## config.mk

```make
export PLATFORM = sky130hd
export DESIGN_NAME = irq_ctrl
export DESIGN_NICKNAME = d
export VERILOG_FILES = /design/src/rtl/mips_irq_pkg.sv /design/src/rtl/irq_prio_enc.sv /design/src/rtl/irq_ctrl.sv
export SDC_FILE = /design/constraint.sdc
export NUM_CORES = 1
export LEC_CHECK = 0
export ABC_CLOCK_PERIOD_IN_PS = 1400
export BUFFER_PORTS_ARGS = -buffer_cell sky130_fd_sc_hd__buf_2
export CAP_MARGIN = 20
export CORE_ASPECT_RATIO = 1.1
export CORE_UTILIZATION = 45
export DETAILED_ROUTE_END_ITERATION = 10
export MAX_ROUTING_LAYER = met4
export PLACE_DENSITY = 0.75
export SYNTH_ARGS = -nofsm -noshare
export SYNTH_HDL_FRONTEND = slang
export SYNTH_HIERARCHICAL = 1
export SYNTH_SLANG_ARGS = --single-unit
```

## constraint.sdc

```tcl
create_clock -name clk -period 1.4 [get_ports clk]
set_input_delay 0.07 -clock clk [delete_from_list [all_inputs] [get_ports clk]]
set_output_delay 0.07 -clock clk [all_outputs]
set_load 0.005 [all_outputs]
```

## src/rtl/mips_irq_pkg.sv

```systemverilog
// Shared definitions for the interrupt controller: FSM encoding, default sizes, source indices.
// Pure declarations, no logic.
package mips_irq_pkg;

  typedef enum logic [1:0] {
    IDLE    = 2'b00,
    REQ     = 2'b01,
    SERVICE = 2'b10
  } irq_state_e;

  localparam int IRQ_NUM_SRC = 8;
  localparam int IRQ_VEC_W   = 3;

  localparam int IRQ_TIMER   = 0;
  localparam int IRQ_UART_RX = 1;
  localparam int IRQ_UART_TX = 2;

endpackage

```

## src/rtl/irq_prio_enc.sv

```systemverilog
// Fixed-priority encoder: lowest set request index wins, valid when any bit is set.
// Purely combinational, zero latency, no backpressure.
module irq_prio_enc
  import mips_irq_pkg::*;
#(
  parameter int NUM_SRC = IRQ_NUM_SRC,
  parameter int VEC_W   = IRQ_VEC_W
) (
  input  logic [NUM_SRC-1:0] req,
  output logic [VEC_W-1:0]   idx,
  output logic               valid
);

  always_comb begin
    idx   = '0;
    valid = |req;
    // Scan from the top so the lowest set index is the last to overwrite idx.
    for (int i = NUM_SRC - 1; i >= 0; i--) begin
      if (req[i]) begin
        idx = VEC_W'(i);
      end
    end
  end

endmodule

```

## src/rtl/irq_ctrl.sv

```systemverilog
// Interrupt controller: edge/level capture, mask, fixed priority, req/ack/eoi handshake to Control.
// Source edge to irq is 2 cycles; no new request while a handler runs or in kernel mode.
module irq_ctrl
  import mips_irq_pkg::*;
#(
  parameter int                 NUM_SRC    = IRQ_NUM_SRC,
  parameter int                 VEC_W      = IRQ_VEC_W,
  parameter logic [NUM_SRC-1:0] LEVEL_MODE = '0
) (
  input  logic               clk,
  input  logic               reset,
  input  logic [NUM_SRC-1:0] src,
  input  logic               in_kernel,
  input  logic               mask_we,
  input  logic [NUM_SRC-1:0] mask_wdata,
  input  logic               irq_ack,
  input  logic               eoi,
  output logic               irq,
  output logic [VEC_W-1:0]   irq_vec,
  output logic [NUM_SRC-1:0] mask,
  output logic [NUM_SRC-1:0] pending,
  output logic [NUM_SRC-1:0] overrun
);

  localparam int VEC_N = 1 << VEC_W;

  irq_state_e         state_q, state_d;
  logic               irq_q, irq_d;
  logic [VEC_W-1:0]   irq_vec_q, irq_vec_d;
  logic [NUM_SRC-1:0] mask_q, mask_d;
  logic [NUM_SRC-1:0] pending_q, pending_d;
  logic [NUM_SRC-1:0] overrun_q, overrun_d;
  logic [NUM_SRC-1:0] src_prev_q, src_prev_d;

  logic [NUM_SRC-1:0] rise;
  logic [NUM_SRC-1:0] eligible;
  logic [NUM_SRC-1:0] ack_clr;
  logic [VEC_N-1:0]   elig_ext;
  logic [VEC_N-1:0]   clr_ext;
  logic [VEC_W-1:0]   win_idx;
  logic               win_vld;

  assign eligible = pending_q & mask_q;

  irq_prio_enc #(
    .NUM_SRC(NUM_SRC),
    .VEC_W  (VEC_W)
  ) u_prio_enc (
    .req  (eligible),
    .idx  (win_idx),
    .valid(win_vld)
  );

  // Capture path. A fresh edge beats the ack clear on the same bit, and the
  // overrun flag is only raised by an edge the ack does not consume.
  always_comb begin
    rise     = src & ~src_prev_q;
    elig_ext = '0;
    elig_ext[NUM_SRC-1:0] = eligible;
    clr_ext  = '0;
    clr_ext[irq_vec_q] = (state_q == REQ) && irq_ack;
    ack_clr  = clr_ext[NUM_SRC-1:0];

    src_prev_d = src;
    mask_d     = mask_we ? mask_wdata : mask_q;
    pending_d  = (LEVEL_MODE & src) |
                 (~LEVEL_MODE & ((pending_q & ~ack_clr) | rise));
    overrun_d  = ~LEVEL_MODE & ~ack_clr & (overrun_q | (rise & pending_q));
  end

  always_comb begin
    state_d   = state_q;
    irq_d     = irq_q;
    irq_vec_d = irq_vec_q;
    case (state_q)
      IDLE: begin
        irq_d = 1'b0;
        if (win_vld && !in_kernel) begin
          state_d   = REQ;
          irq_d     = 1'b1;
          irq_vec_d = win_idx;
        end
      end
      REQ: begin
        if (irq_ack) begin
          state_d = SERVICE;
          irq_d   = 1'b0;
        end else if (!elig_ext[irq_vec_q]) begin
          state_d = IDLE;
          irq_d   = 1'b0;
        end
      end
      SERVICE: begin
        irq_d = 1'b0;
        if (eoi) begin
          state_d = IDLE;
        end
      end
      default: begin
        state_d = IDLE;
        irq_d   = 1'b0;
      end
    endcase
  end

  always_ff @(posedge clk or negedge reset) begin
    if (!reset) begin
      state_q    <= IDLE;
      irq_q      <= 1'b0;
      irq_vec_q  <= '0;
      mask_q     <= '0;
      pending_q  <= '0;
      overrun_q  <= '0;
      src_prev_q <= '0;
    end else begin
      state_q    <= state_d;
      irq_q      <= irq_d;
      irq_vec_q  <= irq_vec_d;
      mask_q     <= mask_d;
      pending_q  <= pending_d;
      overrun_q  <= overrun_d;
      src_prev_q <= src_prev_d;
    end
  end

  assign irq     = irq_q;
  assign irq_vec = irq_vec_q;
  assign mask    = mask_q;
  assign pending = pending_q;
  assign overrun = overrun_q;

endmodule

```

### After elaboration in Yosys (flattened, before gate mapping)

Cells that the tools add are included.

* add/subtract/negate cells: 0
* multipliers: 0
* div/mod/pow operators: 0
* order comparisons: 2
* equal/unequal tests: 5
* shifts and indexed selects: 0
* mux-type cells: 21
* bitwise operators: 10
* reductions and logical operators: 8

Operators with widths (count)
* 8-bit AND: 6
* 3-bit two-way mux: 8
* 8-bit NOT: 2
* 8-bit OR: 2
* 2-bit two-way mux: 4
* 8-bit OR reduction: 1
* 2-bit case mux with 3 select lines: 1
* 1-bit two-way mux: 5
* 3-bit by 4-bit < comparator with 1-bit output (second input constant): 1
* 2-bit != test (second input constant): 2
* 1-bit binary-select mux with 3-bit select: 1
* 1-bit demux with 3-bit select: 1
* 3-bit by 1-bit greater-or-equal comparator with 1-bit output (second input constant): 1
* 1-bit logical AND: 3
* 3-bit != test (second input constant): 1
* 3-bit AND reduction: 1
* 2-bit by 1-bit == test with 1-bit output (second input constant): 1
* 2-bit == test (second input constant): 1
* 2-bit logical NOT: 1
* 1-bit case mux with 2 select lines: 1
* 2-bit AND reduction: 1
* 1-bit logical NOT: 1

* register bits: 38
* latch bits: 0
* RAM bits: 0
* ROM bits: 0
* output and inout port bits: 28
* word-level logic and storage cells: 53
* memories kept: 0

### Longest topological paths before layout

* word-level depth: 9
* gate-level depth with buffers: 7
* depth with buffers taken out: 7

### By module

The synthesis kept the hierarchy.

By module, submodules not included
* irq_ctrl: instances 1, cells an instance 131, area an instance 1544.0 sq um, sequential area each 950.9 sq um
* irq_prio_enc: instances 1, cells an instance 13, area an instance 81.3 sq um, sequential area each 0.0 sq um

### Worst setup path before layout

Ideal clock, no wire load.

* path kind: register to register
* start point: register pending_q[6] (netlist: pending[6])
* end point: register irq_vec_q[1] (netlist: irq_vec[1])
* setup time: 0.117 ns
* data arrival time: 1.342 ns
* slack: -0.058 ns
* cell stages (with the launch flop): 7
* buffers on the path: 0
* period minus slack after synthesis: 1.458 ns
* path through: dfrtp_1 -> and2_1 -> nor4_2 -> nand3_1 -> or4b_1 -> nand2_1 -> nand2_1

* elaborated cells on any way between the ends: 11

RTL lines
* start: declaration: RTL line irq_ctrl.sv:31 `logic [NUM_SRC-1:0] pending_q, pending_d;`
* start signal: assignment: RTL line irq_ctrl.sv:120 `pending_q <= pending_d;`
* 8-bit AND: RTL line irq_ctrl.sv:43 `assign eligible = pending_q & mask_q;`
* via elig_ext[6]: RTL line irq_ctrl.sv:38 `logic [VEC_N-1:0] elig_ext;`
* 8-bit OR reduction: RTL line irq_prio_enc.sv:16 `valid = |req;`
* via win_vld: RTL line irq_ctrl.sv:41 `logic win_vld;`
* 1-bit logical AND: RTL line irq_ctrl.sv:78 `if (win_vld && !in_kernel) begin`
* 2-bit AND reduction (no source line)
* end signal: assignment: RTL line irq_ctrl.sv:118 `irq_vec_q <= irq_vec_d;`
* end: declaration: RTL line irq_ctrl.sv:29 `logic [VEC_W-1:0] irq_vec_q, irq_vec_d;`

The timed path passes the listed nets, and every way through them passes these cells.
A chain may end at the register's enable or synchronous reset.

### Worst setup path after layout

Same ends and word-level chain as after synthesis.

==> results.md <==
- Starting Density: 48.0%
- Peak VDD IR: 871 uV
- Core Rows: 22
- Die H: ~65 um
- CP max-delay cell: dfrtp_1
- Dpl cell area: 2090 um2
- Max Root-Sink Buffers: 2
- Internal power: 0.00216 W
- Grt met1 use: 26.0%
- GP Congestion: 0.879
- Max-slew violation count: 0
- Finished Core Util: 71.5%
- Worst relative slew slack: 55.3%
- WP buf/inv: 0
- Initial antenna violation count: 0
- Synthesis Warnings: 6
- Tmin final: 1.48 ns
- P&R area growth vs syn: 49.0%
- RSZ-0062 raised after global routing: yes
- Async SR Flop Fraction: 100%
- Worst Slack Setup Final: -0.0833 ns
- Violated checks: negative setup slack
- Largest net degree at the start of global routing: 31
- Slew @ Worst Pin: 0.670 ns
- Starting DRT DRC Count: 61
- Cells after Synth: about 140
- Synth cell types: 33
- Slowest stage delay, CP: between 0.4 and 0.5 ns
- DRC violations left: 0
- HP Class: input pin to flip-flop
- Number of diodes: 0
- Sink Count: 38
- Crit path top cell by count: nand2_1
- Critical Path Start Type: flip-flop
- Max capacitance violation total: 0
- Hold path depth: 4
- Area of the multi-input gates: 698 um2
- Outcome: finished, violations left
- M2 GR Usage: roughly two fifths
- Setup Crit Path Kind: flip-flop to flip-flop
- Crit-path max FO: 4
- CP arrival: 1.77 ns
- F_max: between 0.6 and 0.7 GHz
- Worst-Skew Late Latency: roughly 0.36 ns
- Sequential power share: 46.0%
- Pwr per Cell Area: 1350 nW/um2
- Layout cell share with drive strength beyond 1: between 40 and 50%
- Fillers: between 200 and 300
- GR Overflow Total: 0
- Final Cycle Share: 106%
- DR vias: 1451
- Worst Path Required: 1.68 ns
- Pleak: 1.08 nW
- Total stage count of the critical path: 6
- Syn Area/Cell: 11.3 um2
- CTS tree: done
- Cell area after synthesis: 1630 um2
- Total power: 0.00327 W
- Die width: 59.3 um
- Clk_skew: 0.0184 ns
- Final Instance Area: roughly 2400 um2
- Final Hold Viols: 0
- Vias in the first global route: 1425
- Clock transition at path regs: 0.12 ns
- Logic pwr share: 35.6%
- FF+latch area: 952 um2
- DR WL/cell: roughly 14 um
- GR peak layer: met2
- Clock buffers created by TritonCTS: 5
- PortBufs: 49
- Post-route ant nets: 0
- Synth Flop Type: dfrtp_1
- Met3 track demand over resource: 6.79%
- Post-Syn Nets: between 150 and 200
- H-tree Lvls: 2
- Seq/Total Area, Yosys: 58.5%
- Die area: 3860 um2
- P_sw: about 0.0011 W
- Post-Route WL: 4200 um
- Clock power frac: 18.4%
- Final setup viols: 7
- IO Count: 50
- Worst Setup End Kind: flip-flop
- First-pass GRT wire length: 6400 um
- EDFF count, synth: 0
- R2R cell count: 6
- Critical path, cell by cell: and2_4 > nor4_4 > nand3_2 > or4b_4 > nand2_1 > nand2_1
- Vias/cell: 4.99
- Root Driver: clkbuf_4
- Fin nets: 264
- HPWL after detailed placement: 2810 um
- #FFs+latches synth: 38
- Total track usage: approximately a quarter
- Sw Share: 34.1%
- First-pass DRT Iterations: 4
- Top delay family on crit path: simple AND/OR/NAND/NOR gates
- Core ar.: 3390 um2
==> cell usage in the layout (no fill, tap or decap), types with 4 or more instances in the layout <==
cell | synthesis | layout
and2_4 | 2 | 6
clkbuf_4 | 0 | 5
a21oi_1 | 15 | 15
a21o_1 | 7 | 7
buf_2 | 2 | 49
dfrtp_1 | 38 | 37
nor2_2 | 3 | 4
buf_4 | 0 | 25
nor2b_1 | 10 | 10
dlygate4sd3_1 | 0 | 18
nand2_1 | 18 | 15
nor2_1 | 5 | 4
mux2_2 | 8 | 8
==> cell usage after synthesis, drive strengths merged, types with 2 or more instances <==
library cell | n | area, um2
and2 | 7 | 48.8
inv | 4 | 15.0
buf | 2 | 10.0
dfrtp | 38 | 951
a31oi | 2 | 12.5
o21ai | 3 | 15.0
mux2 | 8 | 90.1
a21o | 8 | 61.3
nand2 | 18 | 67.6
nor2 | 8 | 37.5
and3b | 2 | 17.5
nand3 | 4 | 20.0
a21oi | 15 | 75.1
nor2b | 10 | 62.6
==> stage by stage <==
step	cells	worst slack [ns]	setup TNS, ns	hold WS [ns]
2_1_floorplan	144	0.00717	0	-0.226
3_3_place_gp	259	-0.00585	-0.00585	0.123
3_5_place_dp	259	-0.0711	-0.184	0.140
4_1_cts	289	-0.0484	-0.102	0.0181
5_1_grt	291	-0.120	-0.740	0.0208
6_report	291	-0.0833	-0.316	0.0216
==> cell families (layout without fill, tap and decap cells) <==
family          after synthesis  after routing  share of synthesized area [%]
compound gates               35             35                           13.9
buf+inv                       7            106                           1.77
flops                        38             38                           58.5
mux                           9              9                           6.93
simple gates                 55             55                           18.9
==> layout make-up <==
cell class	count	area share, %
Clock buffer	7	2.27
Clock inverter	1	0.207
Inverter	4	0.620
Multi-Input combinational cell	99	28.8
Sequential cell	38	39.3
Tap cell	48	2.48
Timing Repair Buffer	94	26.3
==> layer usage <==
metal / vias up / part of all wire (%) / wire length (um)
met5: - / 0 / 0
li1: 698 / - / -
met4: 0 / 1.6 / 68
met2: 35 / 53 / 2240
met3: 6 / 3.5 / 147
met1: 712 / 42 / 1750
==> path summary, 6_finish.rpt <==
path	start	slack (ns)	end
max	pending[6]$_DFF_PN0_	-0.08	irq_vec[1]$_DFFE_PN0P_
min	in_kernel	0.02	irq_vec[0]$_DFFE_PN0P_
max reg2reg	pending[6]$_DFF_PN0_	-0.08	irq_vec[1]$_DFFE_PN0P_
min reg2reg	overrun[5]$_DFF_PN0_	0.54	overrun[5]$_DFF_PN0_
max in group asynchronous	reset	0.58	mask[0]$_DFFE_PN0P_
min in group asynchronous	reset	0.27	irq_vec[0]$_DFFE_PN0P_
==> sequential cells by signal (all words and copies together), names as in the netlist <==
name,count
overrun,8
state_q,2
irq_vec,3
pending,8
src_prev_q,8
irq,1
mask,8
==> tightest hold or removal path, stage by stage <==
cell and delay [ns]:
buf_2 0.12, nor4b_4 0.06, nand2_1 0.05, o21ai_1 0.05
==> power groups by stage <==
| stage | combinational (W) | clock (W) | sequential (W) |
|---|---|---|---|
| after CTS | 0.00111 | 0.000617 | 0.00149 |
| final | 0.00117 | 0.000601 | 0.00150 |
| after floorplan | 0.000548 | 0 | 0.00146 |
| after global routing | 0.00127 | 0.000657 | 0.00153 |
| after detailed placement | 0.00102 | 0 | 0.00151 |
| after global placement | 0.000990 | 0 | 0.00149 |
==> timing repair <==
action | CTS | global route
hold buffers | 18 | 0
resized for setup | 3 | 11
pin swaps | 6 | 8
setup buffers | 4 | 2
endpoints found under the hold margin | 45 | 0
endpoints found under the setup margin | 5 | 12
(Power assumes the default switching activity.)
